[src/rtl/bru_pkg.sv]
// Shared definitions for the branch resolve unit.
//   - funct3 branch-condition encodings
//   - 2-bit saturating counter type and its four states
//   - ctr_update(): saturating increment/decrement of one counter
package bru_pkg;

   // Branch condition encodings (funct3); 3'b010 and 3'b011 are reserved
   localparam logic [2:0] F3_BEQ  = 3'b000;
   localparam logic [2:0] F3_BNE  = 3'b001;
   localparam logic [2:0] F3_BLT  = 3'b100;
   localparam logic [2:0] F3_BGE  = 3'b101;
   localparam logic [2:0] F3_BLTU = 3'b110;
   localparam logic [2:0] F3_BGEU = 3'b111;

   typedef logic [1:0] bht_ctr_t;

   localparam bht_ctr_t SNT = 2'b00;  // strongly not-taken
   localparam bht_ctr_t WNT = 2'b01;  // weakly not-taken (reset state)
   localparam bht_ctr_t WT  = 2'b10;  // weakly taken
   localparam bht_ctr_t ST  = 2'b11;  // strongly taken

   function automatic bht_ctr_t ctr_update(input bht_ctr_t ctr, input logic taken);
      bht_ctr_t nxt;
      nxt = ctr;
      if (taken) begin
         if (ctr != ST) nxt = ctr + 2'd1;
      end else begin
         if (ctr != SNT) nxt = ctr - 2'd1;
      end
      return nxt;
   endfunction

endpackage

[src/rtl/bru_bht.sv]
// Branch history table: BHT_ENTRIES 2-bit saturating counters.
// Ports:
//   clock, reset_n        clock, async active-low reset (all counters -> WNT)
//   rd_idx / rd_ctr       combinational read port (returns the stored value,
//                         so a same-cycle write is not visible until next cycle)
//   wr_en, wr_idx,        write port: on wr_en the indexed counter moves one
//   wr_taken              step towards taken/not-taken, saturating
module bru_bht
   import bru_pkg::*;
#(
   parameter int unsigned BHT_ENTRIES = 64,
   parameter int unsigned IDX         = $clog2(BHT_ENTRIES)
) (
   input  logic           clock,
   input  logic           reset_n,
   input  logic [IDX-1:0] rd_idx,
   output bht_ctr_t       rd_ctr,
   input  logic           wr_en,
   input  logic [IDX-1:0] wr_idx,
   input  logic           wr_taken
);

   bht_ctr_t ctr_q [BHT_ENTRIES];

   assign rd_ctr = ctr_q[rd_idx];

   always_ff @(posedge clock or negedge reset_n) begin
      if (!reset_n) begin
         for (int i = 0; i < int'(BHT_ENTRIES); i++) begin
            ctr_q[i] <= WNT;
         end
      end else if (wr_en) begin
         ctr_q[wr_idx] <= ctr_update(ctr_q[wr_idx], wr_taken);
      end
   end

endmodule

[src/rtl/branch_resolve_unit.sv]
// Branch resolve unit: evaluates a conditional branch, registers the result
// behind a valid/ready handshake (latency 1, full throughput) and trains a
// 2-bit-counter BHT that fetch can query combinationally.
// Ports:
//   clock, reset_n                 clock, async active-low reset
//   in_valid / in_ready            request handshake
//   in_pc, in_rs1, in_rs2,         branch PC, operands, taken target
//   in_target
//   in_funct3, in_pred_taken       branch condition, fetch-time prediction
//   out_valid / out_ready          result handshake
//   out_taken, out_mispredict,     resolved direction, mispredict flag,
//   out_illegal, out_redirect_pc   reserved-funct3 flag, next PC
//   flush                          drops the held result and any same-cycle accept
//   lookup_pc / lookup_taken       combinational BHT prediction read
// Build option: define BRU_STATS_EN to add the stat_branches and
// stat_mispredicts saturating 32-bit counters.
module branch_resolve_unit
   import bru_pkg::*;
#(
   parameter int unsigned XLEN        = 32,
   parameter int unsigned BHT_ENTRIES = 64
) (
   input  logic            clock,
   input  logic            reset_n,
   input  logic            in_valid,
   output logic            in_ready,
   input  logic [XLEN-1:0] in_pc,
   input  logic [XLEN-1:0] in_rs1,
   input  logic [XLEN-1:0] in_rs2,
   input  logic [XLEN-1:0] in_target,
   input  logic [2:0]      in_funct3,
   input  logic            in_pred_taken,
   output logic            out_valid,
   input  logic            out_ready,
   output logic            out_taken,
   output logic            out_mispredict,
   output logic            out_illegal,
   output logic [XLEN-1:0] out_redirect_pc,
   input  logic            flush,
   input  logic [XLEN-1:0] lookup_pc,
   output logic            lookup_taken
`ifdef BRU_STATS_EN
   ,
   output logic [31:0]     stat_branches,
   output logic [31:0]     stat_mispredicts
`endif
);

   localparam int unsigned IDX = $clog2(BHT_ENTRIES);
   localparam logic [XLEN-1:0] PC_STEP = XLEN'(4);

   // ---------------------------------------------------------------------
   // Condition evaluation
   // ---------------------------------------------------------------------
   logic            cmp_eq, cmp_lt_s, cmp_lt_u;
   logic            res_taken, res_illegal, res_mispredict;
   logic [XLEN-1:0] res_redirect;

   assign cmp_eq   = (in_rs1 == in_rs2);
   assign cmp_lt_s = ($signed(in_rs1) < $signed(in_rs2));
   assign cmp_lt_u = (in_rs1 < in_rs2);

   always_comb begin
      res_taken   = 1'b0;
      res_illegal = 1'b0;
      case (in_funct3)
         F3_BEQ:  res_taken = cmp_eq;
         F3_BNE:  res_taken = !cmp_eq;
         F3_BLT:  res_taken = cmp_lt_s;
         F3_BGE:  res_taken = !cmp_lt_s;
         F3_BLTU: res_taken = cmp_lt_u;
         F3_BGEU: res_taken = !cmp_lt_u;
         default: res_illegal = 1'b1;
      endcase
   end

   assign res_redirect   = res_taken ? in_target : (in_pc + PC_STEP);
   assign res_mispredict = (res_taken != in_pred_taken) && !res_illegal;

   // ---------------------------------------------------------------------
   // Handshake and output register
   // ---------------------------------------------------------------------
   logic            accept, commit;
   logic            out_valid_q, out_valid_d;
   logic            out_taken_q, out_mispredict_q, out_illegal_q;
   logic [XLEN-1:0] out_redirect_q;

   assign in_ready = !out_valid_q || out_ready;
   assign accept   = in_valid && in_ready;
   // flush wins over a same-cycle accept: the request is dropped entirely
   assign commit   = accept && !flush;

   always_comb begin
      out_valid_d = out_valid_q;
      if (flush) begin
         out_valid_d = 1'b0;
      end else if (accept) begin
         out_valid_d = 1'b1;
      end else if (out_ready) begin
         out_valid_d = 1'b0;
      end
   end

   always_ff @(posedge clock or negedge reset_n) begin
      if (!reset_n) begin
         out_valid_q      <= 1'b0;
         out_taken_q      <= 1'b0;
         out_mispredict_q <= 1'b0;
         out_illegal_q    <= 1'b0;
         out_redirect_q   <= '0;
      end else begin
         out_valid_q <= out_valid_d;
         if (commit) begin
            out_taken_q      <= res_taken;
            out_mispredict_q <= res_mispredict;
            out_illegal_q    <= res_illegal;
            out_redirect_q   <= res_redirect;
         end
      end
   end

   assign out_valid       = out_valid_q;
   assign out_taken       = out_taken_q;
   assign out_mispredict  = out_mispredict_q;
   assign out_illegal     = out_illegal_q;
   assign out_redirect_pc = out_redirect_q;

   // ---------------------------------------------------------------------
   // Branch history table
   // ---------------------------------------------------------------------
   bht_ctr_t lookup_ctr;
   logic     bht_wr_en;
   logic     unused_lookup_bits;

   assign bht_wr_en = commit && !res_illegal;

   bru_bht #(
      .BHT_ENTRIES (BHT_ENTRIES),
      .IDX         (IDX)
   ) u_bht (
      .clock    (clock),
      .reset_n  (reset_n),
      .rd_idx   (lookup_pc[IDX+1:2]),
      .rd_ctr   (lookup_ctr),
      .wr_en    (bht_wr_en),
      .wr_idx   (in_pc[IDX+1:2]),
      .wr_taken (res_taken)
   );

   assign lookup_taken = lookup_ctr[1];

   // Only the index bits of lookup_pc select an entry
   assign unused_lookup_bits = ^{lookup_pc[XLEN-1:IDX+2], lookup_pc[1:0], lookup_ctr[0]};

`ifdef BRU_STATS_EN
   // ---------------------------------------------------------------------
   // Statistics counters (saturating)
   // ---------------------------------------------------------------------
   logic [31:0] stat_branches_q, stat_mispredicts_q;

   always_ff @(posedge clock or negedge reset_n) begin
      if (!reset_n) begin
         stat_branches_q    <= '0;
         stat_mispredicts_q <= '0;
      end else if (bht_wr_en) begin
         if (stat_branches_q != 32'hFFFF_FFFF) begin
            stat_branches_q <= stat_branches_q + 32'd1;
         end
         if (res_mispredict && (stat_mispredicts_q != 32'hFFFF_FFFF)) begin
            stat_mispredicts_q <= stat_mispredicts_q + 32'd1;
         end
      end
   end

   assign stat_branches    = stat_branches_q;
   assign stat_mispredicts = stat_mispredicts_q;
`endif

endmodule
[config.mk]
export PLATFORM = sky130hd
export DESIGN_NAME = branch_resolve_unit
export DESIGN_NICKNAME = d
export VERILOG_FILES = /design/src/rtl/bru_pkg.sv /design/src/rtl/bru_bht.sv /design/src/rtl/branch_resolve_unit.sv
export SDC_FILE = /design/constraint.sdc
export NUM_CORES = 1
export LEC_CHECK = 0
export CAP_MARGIN = 30
export CELL_PAD_IN_SITES_DETAIL_PLACEMENT = 1
export CELL_PAD_IN_SITES_GLOBAL_PLACEMENT = 1
export CORE_MARGIN = 2
export CORE_UTILIZATION = 35
export DETAILED_ROUTE_END_ITERATION = 12
export PLACE_DENSITY = 0.8
export SYNTH_ARGS = -nofsm -noshare
export SYNTH_HDL_FRONTEND = slang
export SYNTH_SLANG_ARGS = --single-unit
[constraint.sdc]
create_clock -name clock -period 10.98 [get_ports clock]
set_clock_uncertainty 0.05 [all_clocks]
set_input_delay 3.294 -clock clock [delete_from_list [all_inputs] [get_ports clock]]
set_output_delay 3.294 -clock clock [all_outputs]
set_load 0.02 [all_outputs]
==> results of run 1 <==
flip-flops by register name, indices dropped and copies added, names as in the netlist:
signal,count
u_bht.ctr_q,128
out_mispredict,1
out_illegal,1
out_valid,1
out_taken,1
out_redirect_pc,32
cells by family (layout without fill, tap and decap cells):
family / Yosys count / after routing
simple gates: 377 / 377
compound gates: 239 / 239
flops: 164 / 164
buf+inv: 91 / 265
mux: 90 / 90
fa+ha+maj: 33 / 33
xor+xnor: 30 / 30
final cells by class:
class / count / share of cell area (%)
flip-flops and latches: 164 / 33.9
well taps: 372 / 3.77
clock inverters: 12 / 0.780
multi-input cells: 769 / 41.2
inverters: 40 / 1.22
repair buffers: 193 / 15.4
clock buffers: 20 / 3.78
report_power, final:
group | switching, mW | total (mW) | internal, mW
clock network | 0.266 | 0.577 | 0.311
registers | 0.0515 | 0.749 | 0.698
logic | 0.231 | 0.432 | 0.201
total | 0.549 | 1.76 | 1.21
tightest hold or removal path, delay by kind of cell, from the launching register on:
| kind | cells | cell delay (ns) |
|---|---|---|
| compound gates | 1 | 0.06 |
| simple gates | 1 | 0.05 |
| flops | 1 | 0.34 |
routing by layer:
metal | GRT usage [%] | wire [um] | vias to the layer above
met5 | 0 | 13 | -
met1 | 28.3 | 13700 | 4362
li1 | - | - | 3950
met3 | 4.53 | 2230 | 45
met2 | 40.9 | 16300 | 293
met4 | 5.46 | 527 | 2
worst max path at each step:
stage / from / to / slack, ns / depth (start not counted)
global placement: lookup_pc[3] / lookup_taken / 1.33 / 5
global route: lookup_pc[3] / lookup_taken / 1.25 / 5
finish: lookup_pc[3] / lookup_taken / 1.23 / 5
floorplan: lookup_pc[2] / lookup_taken / 1.86 / 5
detailed placement: lookup_pc[3] / lookup_taken / 1.30 / 5
CTS: lookup_pc[3] / lookup_taken / 1.28 / 5
stage by stage:
step / power (mW) / hold slack (ns) / cells
finish: 1.76 / 0.428 / 1570
global route: 1.83 / 0.456 / 1570
CTS: 1.77 / 0.434 / 1568
detailed placement: 1.19 / 0.412 / 1536
global placement: 1.17 / 0.410 / 1536
floorplan: 0.993 / 0.428 / 1024
cells in the mapped netlist (6+ instances only):
library cell  number  area (sq um)
xnor2_1           20           175
buf_6              6          67.6
nor2_1           198           743
dfstp_2           64          1680
mux2_2            11           124
and3_1             8          50.1
ha_1              33           413
mux2i_1           43           430
nand3_1           24           120
nand2_1           71           267
inv_1             38           143
mux4_2            36           811
a21oi_1          152           761
nor4_1            11          68.8
nor2b_1           19           119
buf_2             13          65.1
buf_4             10          75.1
xor2_1            10          87.6
a31oi_1            9          56.3
clkbuf_1          19          71.3
dfrtp_1          100          2500
o21ai_0           39           195
nand4_1           15          93.8
==> impl_metrics.json, run 1 <==
{
  "outcome": "finished clean",
  "report.final.slew_viol_count": 0,
  "hold_violations": 0,
  "holdPathStages": 2,
  "clock-root-buffer": "clkbuf_16",
  "synth_mux_area_share_pct": 14.1,
  "final.setup.worst_slack_ns": 1.23,
  "grt_max_degree": 101,
  "die_y_um": 171,
  "rows": 60,
  "numPortBuffers": 180,
  "initial_core_util_pct": 35.8,
  "relSlewSlack_pct": 35.3,
  "grt_first_pass_wirelength_um": 51200,
  "crit_family": "buffers and inverters",
  "synthDistinctLibCells": 55,
  "io_pins": 207,
  "antenna_left": 0,
  "cp_common_cell": "mux4_2",
  "multi_input_area_sq_um": 5080,
  "core_area_sq_um": 27100,
  "path_clk_slew_ns": 0.06,
  "cts.sinks": 164,
  "dpl.hpwl_um": 22800,
  "final_nets": 1387,
  "syn2layout_area_growth_pct": 27.2,
  "cpPeakStageDelay_ns": 1.06,
  "routedWlPerCell_um": 20.8,
  "antenna_found_initial": 1,
  "cts_tree": "yes",
  "mostFrequentLayoutCell": "nor2_1",
  "hold_path.class": "reg2reg",
  "dr.pass1.iters": 4,
  "r2r-start": "u_bht.ctr_q[103]$_DFFE_PN0P_",
  "synthAdderAreaFrac_pct": 4.25,
  "synth_edf_count": 0,
  "clk_latency_ns": 0.44,
  "syn-num-nets": 1226,
  "globalplace.congestion": 0.860,
  "grt_pass1_vias": 9130,
  "netlist_area_sq_um": 9710,
  "whs_endpoint": "out_redirect_pc[5]$_DFFE_PN0P_",
  "dpl_worst_slack_ns": 1.30,
  "synth-simple-area-share_pct": 17.5,
  "hold_buffers": 0,
  "synth_compound_area_share_pct": 13.9,
  "layout_common_cells": "nor2_1 (198), clkdlybuf4s50_1 (176), a21oi_1 (152)",
  "setup_viol": 0,
  "max-cap-violations": 0,
  "start_kind": "input port",
  "die_w_um": 171,
  "n_antenna_cell": 0,
  "drive_gt1_share_pct": 13.9,
  "crit_required_ns": 7.64,
  "clk_path_buf_depth": 2,
  "synth-warning-count": 0,
  "min_period_over_period_pct": 88.8,
  "nFillCells": 3044,
  "cts_resized": 0,
  "ir_worst_vdd_mv": 0.103,
  "rsz0062_at_grt": "false",
  "crit_arrival_ns": 6.40,
  "wl_um": 32700,
  "synthesis.instances": 1024,
  "crit_buf_inv": 2,
  "vias_per_cell": 5.51,
  "worstSetupPathType": "in2out",
  "fin_setup_tns_ns": 0,
  "die_area_sq_um": 29100,
  "h-tree-depth": 4,
  "num_vias": 8652,
  "numCtsBuffers": 17,
  "synth_xor_area_share_pct": 2.71,
  "dpl_cell_area_sq_um": 11800,
  "ys_seq_elements": 164,
  "worst_pin_slew_ns": 0.969,
  "drc": 0,
  "worst-path-max-fanout": 16,
  "min-delay-start": "out_redirect_pc[5]$_DFFE_PN0P_",
  "powerDensity_nw_per_um2": 142,
  "design_area_sq_um": 12300,
  "path_cells": "clkdlybuf4s50_1 > mux4_2 > mux4_2 > mux4_2 > clkdlybuf4s50_1",
  "crit_path_top_delay_cell": "clkdlybuf4s50_1",
  "synth_top_family_by_area": "simple AND/OR/NAND/NOR gates",
  "post_cts_buffers": 0,
  "avgSynthCellArea_sq_um": 9.48,
  "layout_min_cycle_time_ns": 9.75,
  "seqCellArea_sq_um": 4180,
  "r2r_slack_ns": 7.08,
  "first_iter_violations": 507,
  "regToRegEndpoint": "u_bht.ctr_q[92]$_DFFE_PN1P_",
  "power.leakage_nw": 5.05,
  "ys_async_sr_fraction_pct": 100,
  "grtUsageTotal_pct": 22.8,
  "rr_worst_depth": 9,
  "utilization_pct": 45.6,
  "ys_seq_area_share_pct": 43.1,
  "max_freq_mhz": 103,
  "gr-total-overflow": 0,
  "endpoint_kind": "output pin",
  "synthFlopType": "dfrtp_1"
}
No activity file was read; power rests on OpenSTA's default activity.
==> inputs of run 2 (changes only) <==
--- a/config.mk
+++ b/config.mk
@@ -11,6 +11,7 @@
 export CORE_MARGIN = 2
 export CORE_UTILIZATION = 35
 export DETAILED_ROUTE_END_ITERATION = 12
+export MAX_ROUTING_LAYER = met4
 export PLACE_DENSITY = 0.8
 export SYNTH_ARGS = -nofsm -noshare
 export SYNTH_HDL_FRONTEND = slang
==> run 2 against run 1 <==
  * Fmax is essentially flat
  * Die area did not move
  * Hold slack worse by 0.00095 ns
  * Routed wire length grew 0.10%
  * First-iteration DRC count is 9.3% lower
==> impl_metrics.json, run 2 (same netlist as run 1, synthesis figures left out) <==
{
  "outcome": "finished clean",
  "mostFrequentLayoutCell": "nor2_1",
  "crit_arrival_ns": 6.39,
  "regMostFlops": "u_bht.ctr_q",
  "hold_slack_ns": 0.427,
  "worst-path-max-fanout": 16,
  "utilization_pct": 45.6,
  "rows": 60,
  "antenna_found_initial": 1,
  "seqCellArea_sq_um": 4180,
  "post_cts_buffers": 0,
  "max-cap-violations": 0,
  "dpl.hpwl_um": 22800,
  "clock-root-buffer": "clkbuf_16",
  "worstSetupPathType": "in2out",
  "hold_path.class": "reg2reg",
  "switching_share_pct": 31.2,
  "die_y_um": 171,
  "grt_pass1_vias": 9128,
  "clk_path_buf_depth": 2,
  "die_w_um": 171,
  "max_freq_mhz": 103,
  "grt_max_degree": 101,
  "relSlewSlack_pct": 35.8,
  "design_area_sq_um": 12400,
  "endpoint_kind": "output pin",
  "initial_core_util_pct": 35.8,
  "setup_viol": 0,
  "core_area_sq_um": 27100,
  "power.switching_uw": 549,
  "io_pins": 207,
  "hold_violations": 0,
  "whs_endpoint": "out_redirect_pc[5]$_DFFE_PN0P_",
  "hold_buffers": 0,
  "holdPathStages": 2,
  "grt_first_pass_wirelength_um": 51200,
  "num_vias": 8609,
  "worst_pin_slew_ns": 0.961,
  "powerDensity_nw_per_um2": 142,
  "cts_resized": 0,
  "multi_input_area_sq_um": 5080,
  "cts_tree": "yes",
  "fin_cells": 1571,
  "antenna_left": 0,
  "crit_required_ns": 7.64,
  "p_clk_share_pct": 32.8,
  "min_period_over_period_pct": 88.7,
  "largest_reg_flops": 128,
  "layout_min_cycle_time_ns": 9.74,
  "rsz0062_at_grt": "false",
  "h-tree-depth": 4,
  "globalplace.congestion": 0.874,
  "p_int_mw": 1.21,
  "grtUsageTotal_pct": 23.5,
  "rr_worst_depth": 9,
  "vias_per_cell": 5.48,
  "drc": 0,
  "ir_worst_vdd_mv": 0.103,
  "wl_um": 32800,
  "min-delay-start": "out_redirect_pc[5]$_DFFE_PN0P_",
  "routedWlPerCell_um": 20.9,
  "fin_setup_tns_ns": 0,
  "nFillCells": 3046,
  "gr-total-overflow": 0,
  "combPwrFrac_pct": 24.6,
  "power.leakage_nw": 5.05,
  "regToRegEndpoint": "u_bht.ctr_q[92]$_DFFE_PN1P_",
  "r2r-start": "u_bht.ctr_q[103]$_DFFE_PN0P_",
  "report.final.slew_viol_count": 0,
  "layout_common_cells": "nor2_1 (198), clkdlybuf4s50_1 (176), a21oi_1 (152)",
  "r2r_slack_ns": 7.17,
  "start_kind": "input port",
  "drive_gt1_share_pct": 13.9,
  "dpl_cell_area_sq_um": 11800,
  "numCtsBuffers": 17,
  "final_nets": 1387,
  "numPlacedInstances": 1536,
  "dr.pass1.iters": 5,
  "syn2layout_area_growth_pct": 27.2,
  "pwr-share-seq_pct": 42.6,
  "numPortBuffers": 180,
  "clk_latency_ns": 0.44,
  "cts.sinks": 164,
  "path_clk_slew_ns": 0.07,
  "first_iter_violations": 460,
  "die_area_sq_um": 29100
}
run 2: cell count changes in the layout (fill, tap and decap cells not counted):
| cell | previous run | this run |
|---|---|---|
| diode_2 | 0 | 1 |
run 2: final cells by class:
cell class	count	share of cell area, %
Multi-Input combinational cell	769	41.2
Sequential cell	164	33.9
Timing Repair Buffer	193	15.4
Clock buffer	20	3.78
Tap cell	372	3.77
Inverter	40	1.22
Clock inverter	12	0.780
Antenna cell	1	0.0203
run 2: power by group through the flow:
stage	clock network [mW]	registers, mW	logic, mW
finish	0.577	0.749	0.432
global route	0.605	0.757	0.471
CTS	0.585	0.748	0.433
detailed placement	0	0.757	0.429
global placement	0	0.752	0.414
floorplan	0	0.771	0.222
run 2: worst max path at each step:
stage | start | to | slack, ns | cells after the start
3_3_place_gp | lookup_pc[3] | lookup_taken | 1.33 | 5
6_report | lookup_pc[3] | lookup_taken | 1.24 | 5
4_1_cts | lookup_pc[3] | lookup_taken | 1.28 | 5
5_1_grt | lookup_pc[3] | lookup_taken | 1.25 | 5
3_5_place_dp | lookup_pc[3] | lookup_taken | 1.30 | 5
2_1_floorplan | lookup_pc[2] | lookup_taken | 1.86 | 5
run 2: worst max-delay path, cell delays in order:
cell and delay (ns):
clkdlybuf4s50_1 1.05, mux4_2 0.43, mux4_2 0.52, mux4_2 0.52
clkdlybuf4s50_1 0.57
run 2: layer usage:
layer	share of wire [%]	vias up	GRT usage [%]
met5	0	-	-
met4	1.6	0	5.54
met3	7.1	40	4.81
met2	49	287	40.7
met1	42	4331	28.2
li1	-	3951	-
run 2: through the flow:
step	total power [mW]	worst slack [ns]
global placement	1.17	1.33
CTS	1.77	1.28
detailed placement	1.19	1.30
global route	1.83	1.25
finish	1.76	1.24
floorplan	0.993	1.86
